[src/rtl/mem_port_arbiter.sv]
// Arbiter sharing one memory port between instruction fetch and data accesses.
// Define MEM_ARB_TIMEOUT_EN to build the BUSY watchdog and the sticky MemErr flag.
module mem_port_arbiter #(
    parameter int STARVE_MAX  = 3,
    parameter int TIMEOUT_CYC = 64
) (
    input  logic        clk,
    input  logic        reset,
    input  logic        IReqF,
    input  logic [31:0] IAddrF,
    input  logic        DReqM,
    input  logic        DWeM,
    input  logic [31:0] DAddrM,
    input  logic [31:0] DWdataM,
    output logic        MemReq,
    output logic        MemWe,
    output logic [31:0] MemAddr,
    output logic [31:0] MemWdata,
    input  logic        MemAck,
    input  logic [31:0] MemRdata,
    output logic [31:0] InstrF,
    output logic        InstrValidF,
    output logic [31:0] ReadDataM,
    output logic        DataValidM,
    output logic        MemStallF,
    output logic        MemStallM,
    output logic        MemErr
);

    typedef enum logic [1:0] {
        IDLE  = 2'd0,
        IBUSY = 2'd1,
        DBUSY = 2'd2
    } state_t;

    state_t      state_q, state_d;
    logic [3:0]  starve_q, starve_d;
    logic [31:0] addr_q, addr_d;
    logic [31:0] wdata_q, wdata_d;
    logic        we_q, we_d;

    logic        busy;
    logic        timeout;
    logic        done;
    logic        fetch_wins;

`ifdef MEM_ARB_TIMEOUT_EN
    localparam int TW = $clog2(TIMEOUT_CYC + 1);

    logic [TW-1:0] tcnt_q, tcnt_d;
    logic          err_q, err_d;
`endif

    assign busy = (state_q != IDLE);

`ifdef MEM_ARB_TIMEOUT_EN
    // Abort in the TIMEOUT_CYC-th BUSY cycle if the memory still has not acknowledged.
    assign timeout = busy && !MemAck && (tcnt_q == TW'(TIMEOUT_CYC - 1));
`else
    assign timeout = 1'b0;
`endif

    assign done       = busy && (MemAck || timeout);
    assign fetch_wins = IReqF && (starve_q >= 4'(STARVE_MAX));

    always_ff @(posedge clk or negedge reset) begin
        if (!reset) begin
            state_q  <= IDLE;
            starve_q <= 4'd0;
            addr_q   <= 32'd0;
            wdata_q  <= 32'd0;
            we_q     <= 1'b0;
        end else begin
            state_q  <= state_d;
            starve_q <= starve_d;
            addr_q   <= addr_d;
            wdata_q  <= wdata_d;
            we_q     <= we_d;
        end
    end

`ifdef MEM_ARB_TIMEOUT_EN
    always_ff @(posedge clk or negedge reset) begin
        if (!reset) begin
            tcnt_q <= '0;
            err_q  <= 1'b0;
        end else begin
            tcnt_q <= tcnt_d;
            err_q  <= err_d;
        end
    end

    always_comb begin
        tcnt_d = '0;
        if (busy && !done) begin
            tcnt_d = tcnt_q + 1'b1;
        end
        err_d = err_q | timeout;
    end

    assign MemErr = err_q;
`else
    assign MemErr = 1'b0;
`endif

    // Next-state logic: arbitration in IDLE, completion in BUSY.
    always_comb begin
        state_d  = state_q;
        starve_d = starve_q;
        addr_d   = addr_q;
        wdata_d  = wdata_q;
        we_d     = we_q;
        case (state_q)
            IDLE: begin
                if (DReqM && !fetch_wins) begin
                    state_d = DBUSY;
                    addr_d  = DAddrM;
                    wdata_d = DWdataM;
                    we_d    = DWeM;
                    if (IReqF) begin
                        starve_d = starve_q + 4'd1;
                    end
                end else if (IReqF) begin
                    state_d  = IBUSY;
                    addr_d   = IAddrF;
                    wdata_d  = 32'd0;
                    we_d     = 1'b0;
                    starve_d = 4'd0;
                end
            end
            IBUSY, DBUSY: begin
                if (done) begin
                    state_d = IDLE;
                end
            end
            default: begin
                state_d = IDLE;
            end
        endcase
    end

    always_comb begin
        MemReq      = 1'b0;
        MemWe       = 1'b0;
        MemAddr     = 32'd0;
        MemWdata    = 32'd0;
        InstrF      = 32'd0;
        InstrValidF = 1'b0;
        ReadDataM   = 32'd0;
        DataValidM  = 1'b0;
        case (state_q)
            IBUSY: begin
                MemReq      = 1'b1;
                MemAddr     = addr_q;
                MemWdata    = wdata_q;
                InstrValidF = done;
                if (MemAck) begin
                    InstrF = MemRdata;
                end
            end
            DBUSY: begin
                MemReq     = 1'b1;
                MemWe      = we_q;
                MemAddr    = addr_q;
                MemWdata   = wdata_q;
                DataValidM = done;
                // Stores and aborted accesses return zero data.
                if (MemAck && !we_q) begin
                    ReadDataM = MemRdata;
                end
            end
            default: begin
            end
        endcase
    end

    assign MemStallF = IReqF & ~InstrValidF;
    assign MemStallM = DReqM & ~DataValidM;

endmodule

[config.mk]
export PLATFORM = sky130hd
export DESIGN_NAME = mem_port_arbiter
export DESIGN_NICKNAME = d
export VERILOG_FILES = /design/src/rtl/mem_port_arbiter.sv
export SDC_FILE = /design/constraint.sdc
export NUM_CORES = 1
export LEC_CHECK = 0
export ABC_CLOCK_PERIOD_IN_PS = 1600
export BUFFER_PORTS_ARGS = -buffer_cell sky130_fd_sc_hd__buf_4
export CAP_MARGIN = 20
export CORE_UTILIZATION = 39
export CTS_CLUSTER_SIZE = 20
export DETAILED_ROUTE_END_ITERATION = 12
export GPL_ROUTABILITY_DRIVEN = 0
export HOLD_SLACK_MARGIN = 0.02
export PLACE_DENSITY = 0.79
export SLEW_MARGIN = 25
export SYNTH_ARGS = -nofsm -noshare
export SYNTH_HDL_FRONTEND = slang
export SYNTH_SLANG_ARGS = --single-unit
[constraint.sdc]
create_clock -name clk -period 1.6 [get_ports clk]
set_input_delay 0.16 -clock clk [delete_from_list [all_inputs] [get_ports clk]]
set_output_delay 0.16 -clock clk [all_outputs]
set_load 0.01 [all_outputs]
# Word level (Yosys, flattened, before mapping)
# Cells that the tools add are included.
[word_totals]
register_bits = 71
inputBits = 134
output_inout_bits = 135
word_cells = 51
[classes]
addsub = 1
magnitude_cmp = 1
n_eq_ne = 4
mux = 23
bitwise_logic = 4
reduce_logical = 13
[op_table]
columns = ["op", "n"]
rows = [
  ["32-bit 2-to-1 mux", 10],
  ["4-bit 2-to-1 mux", 3],
  ["1-bit 2-to-1 mux", 6],
  ["2-bit 2-to-1 mux", 3],
  ["2-bit AND reduction", 3],
  ["4-bit by 1-bit adder with 4-bit output (second input constant)", 1],
  ["4-bit by 2-bit greater-or-equal comparator with 1-bit output (second input constant)", 1],
  ["1-bit logical AND", 4],
  ["2-bit one-hot mux with 2 select lines", 1],
  ["2-bit nonzero test", 2],
  ["3-bit inequality test (second input constant)", 1],
  ["1-bit bitwise AND", 2],
  ["2-bit by 1-bit == test with 1-bit output (second input constant)", 1],
  ["2-bit == test (second input constant)", 1],
  ["1-bit logical NOT", 2],
  ["2-bit logical NOT", 1],
  ["2-bit by 1-bit inequality test with 1-bit output (second input constant)", 1],
  ["1-bit NOT", 2],
  ["2-bit OR reduction", 1],
]

# Longest topological paths before layout
[depth]
ltp_word = 6
ltp_mapped = 7
ltp_nobuf = 5

# Worst setup path before layout
# No wires, ideal clock.
[synth_timing]
path_type = "register to register"
start = "reg starve_q[0]"
end = "reg addr_q[22]"
setup_ns = 0.131
t_arrival_ns = 1.439
required_ns = 1.469
path_slack_ns = 0.030
stages_incl_launch_ff = 7
n_path_buf = 2
synth_period_minus_slack_ns = 1.570
path_cell_list = "dfrtp_1 > ha_1 > o31ai_4 > and2_1 > buf_2 > buf_6 > o211ai_1"
[synth_between]
elab_chain_len = 6
elab_cells_between_ends = 7
classes_between = "1 x order compare; 1 x mux; 5 x reduce/logical"
[synth_lines]
columns = ["item", "line_no", "text"]
rows = [
  ["start, declared", "37", "logic [3:0] starve_q, starve_d;"],
  ["start signal, assigned", "75", "starve_q <= starve_d;"],
  ["4-bit by 2-bit greater-or-equal comparator with 1-bit output (*)", "64", "assign fetch_wins = IReqF && (starve_q >= 4'(STARVE_MAX));"],
  ["1-bit logical AND (*)", "64", ""],
  ["1-bit logical NOT (*)", "115", "if (DReqM && !fetch_wins) begin"],
  ["1-bit logical AND (*)", "115", ""],
  ["2-bit nonzero test (no source line)", "--", ""],
  ["2-bit AND reduction (no source line)", "--", ""],
  ["end signal, assigned", "76", "addr_q <= addr_d;"],
  ["end, declared", "38", "logic [31:0] addr_q, addr_d;"],
]
# Every way passes the cells marked *; elsewhere a longest branch is shown, timed or not.
# A chain may end at the register's enable or synchronous reset.

# Worst setup path in the final report
[layout_timing]
start = "reg state_q[0]"
end = "out MemAddr[25]"
[layout_between]
elab_chain_len = 3
elab_cells_between_ends = 4
classes_between = "2 x eq/ne; 1 x mux; 1 x reduce/logical"
[layout_lines]
columns = ["item", "line_no", "text"]
rows = [
  ["start, declared", "36", "state_t state_q, state_d;"],
  ["start signal, assigned", "74", "state_q <= state_d;"],
  ["2-bit by 1-bit == test with 1-bit output or 2-bit == test (tied branches)", "151", "case (state_q)"],
  ["2-bit OR reduction (no source line) (*)", "--", ""],
  ["32-bit 2-to-1 mux (*)", "151", ""],
  ["end, declared", "17", "output logic [31:0] MemAddr,"],
]
# Marks and branches as above.

==> out/metrics.cfg <==
[drt]
drtIter0Drc = 322
ant_nets = 0
wirelength_um = 15600
drt-met1-wl_um = 5900
avgViaCountPerCell = 5.19
drt-pass1-iter-count = 5
dr_wl_met3_um = 914
dr_wl_met2_um = 8530
routed.top_layer = met4
via_count = 4797
drc = 0
wire_per_inst_um = 16.9

[place]
dp_slack_ns = -0.102
post-dp-hpwl_um = 10800
io_buffers = 267
placedCellCount = 885

[job]
maxCapViolCount = 0

[cts]
cts_buffers = 9
clock_path_buffers = 2
cts.sink_count = 71
cts_tree = done
clockRootBuffer = clkbuf_8
path_clk_slew_ns = 0.07
insertion_delay_ns = 0.34
htree_levels = 3

[sta]
setup_viol_count_final = 137
hold_violations = 0
rsz0062_at_grt = true
holdWs_ns = 0.0645
slew_violations = 0
fin_ws_ns = -0.206
period_minus_slack_ns = 1.81
period_share_pct = 113
skew_ns = 0.0110
fmax_mhz = 554

[worst_setup_path]
cp-startpoint = state_q[0]$_DFFE_PN0P_
critPathLaunchType = flip-flop
cp-end-kind = primary output
worstPathRequired_ns = 1.44
critPathTopFamily = adder cells
max_stage_delay_ns = 0.39
critPathMaxFanout = 19
cp.buffers_inverters = 3
crit_path_top_delay_cell = ha_4
critPathArrivalTime_ns = 1.65
critical_path_class = flip-flop to primary output
timing.rr.start = starve_q[1]$_DFFE_PN0P_
path_cells = inv_2 > ha_4 > buf_12 > and2_1 > buf_4

[cells_and_area]
final_common_cell = buf_4
drive_above_1_share_pct = 47.1
fill_cells = 814
nNetsFinal = 922
instances_no_fill = 925
areaGrowthSynthToFinish_pct = 75.0
mostFrequentLayoutCells = buf_4, nand2_1, and2_1, dfrtp_1
antenna_cells = 0
final_util_pct = 70.1

[yosys]
yosys_warnings = 0
syn_avg_cell_area_sq_um = 8.09
synth-seq-cells = 71
synth_top_area_share_pct = 43.1
synthCells = 509
synth.largest_area_cell = dfrtp_1
syn-cell-area_sq_mm = 0.00412
yosysSeqAreaShare_pct = 43.1
synth_area_leaders = dfrtp_1, and2_1, nand2_1, o211ai_1, and3_1
yosysUniqueCellTypes = 24
syn_nets = 647

[global_routing]
grt_pass1_wl_um = 22600
antenna_found_initial = 0
grt.total_usage_pct = 25.8
overflow = 0
grt_max_degree = 38
grt_pass1_vias = 4643

[floorplanning]
num_io_pins = 269
die_x_um = 105
die_area_sq_mm = 0.0110
fp.dieH_um = 105
initial_core_util_pct = 40.1
rows = 37
core_area_sq_mm = 0.0103

[run_status]
violations = setup timing
status = finished, violations left

[pwr]
vdd_ir_drop_max_mv = 0.833
power_mw = 11.2
p_leak_nw = 3.71
power.density_mw_per_mm2 = 1550

[worst_hold_path]
hp-start = DWdataM[3]
worst_hold_path_type = primary input to flip-flop

-- layout make-up --
cell class,instances,area [sq um],area share [%]
Timing Repair Buffer,313,2760,38.3
Clock inverter,3,40.0,0.555
Inverter,3,11.3,0.156
Multi-Input combinational cell,386,2280,31.6
Sequential cell,71,1780,24.6
Clock buffer,13,169,2.34
Tap cell,136,170,2.36
-- metal layers --
layer	vias up	track usage, %
li1	2254	-
met2	231	49.1
met4	0	9.15
met3	20	3.24
met5	-	0
met1	2292	29.2
-- power by group --
group	switching [mW]	internal, mW
Clock	0.654	0.844
Combinational	3.17	3.52
Sequential	0.437	2.57
Total	4.26	6.93
-- repair_timing --
action                                 in CTS  in global routing
setup endpoints to repair                 181                155
hold buffers                                1                  0
endpoints found under the hold margin      36                  0
pin swaps                                   3                 32
setup buffers                              11                  5
gates resized for setup                    38                 52
cloned                                      3                  7
-- registers in the layout, indices dropped and copies added, names as in the netlist --
signal	flops
addr_q	32
wdata_q	32
starve_q	4
state_q	2
we_q	1
-- synth_stat cells --
cell / count
nand2_1: 136
and2_1: 100
dfrtp_1: 71
clkbuf_1: 33
o21ai_0: 33
and3_1: 32
nand4_1: 32
o211ai_1: 32
buf_2: 12
ha_1: 4
buf_6: 3
inv_1: 3
nor2_1: 3
o21ai_1: 3
nor2b_1: 2
o32ai_1: 2
buf_4: 1
conb_1: 1
nand3_1: 1
nor3b_1: 1
o21a_1: 1
o22ai_1: 1
o31ai_4: 1
or2_2: 1
-- final timing paths --
path / end / slack [ns] / depth (start not counted)
min in group asynchronous: wdata_q[3]$_DFFE_PN0P_ / 0.32 / 2
worst min-delay path: wdata_q[3]$_DFFE_PN0P_ / 0.06 / 3
worst max register to register: state_q[0]$_DFFE_PN0P_ / -0.01 / 5
worst max-delay path: MemAddr[25] / -0.21 / 5
worst min register to register: wdata_q[1]$_DFFE_PN0P_ / 0.48 / 2
max in group asynchronous: wdata_q[8]$_DFFE_PN0P_ / 0.72 / 3
-- worst register-to-register path: cells and delay by family (launching register included) --
kind	cells	cell delay (ns)
adder cells (fa/ha/maj)	1	0.21
flip-flops	1	0.41
AO/OA/AOI/OAI	2	0.39
AND/OR/NAND/NOR	1	0.29
buffers and inverters	1	0.18
-- per-stage QoR --
stage	area, sq um	TNS, ns
after floorplan	4120	0
after global placement	6380	-0.0307
after detailed placement	6380	-1.89
after CTS	6910	-24.64
after global routing	7210	-30.90
final	7210	-22.34
-- logic make-up (layout without fill, tap and decap cells) --
family	Yosys count	in the layout	share of synthesized area [%]
other	1	1	0.0910
AND/OR/NAND/NOR	308	308	38.3
buffers and inverters	52	332	5.74
flip-flops	71	71	43.1
AO/OA/AOI/OAI	73	73	11.5
adder cells (fa/ha/maj)	4	4	1.22
Note: power is estimated with default switching activity, not from simulation.
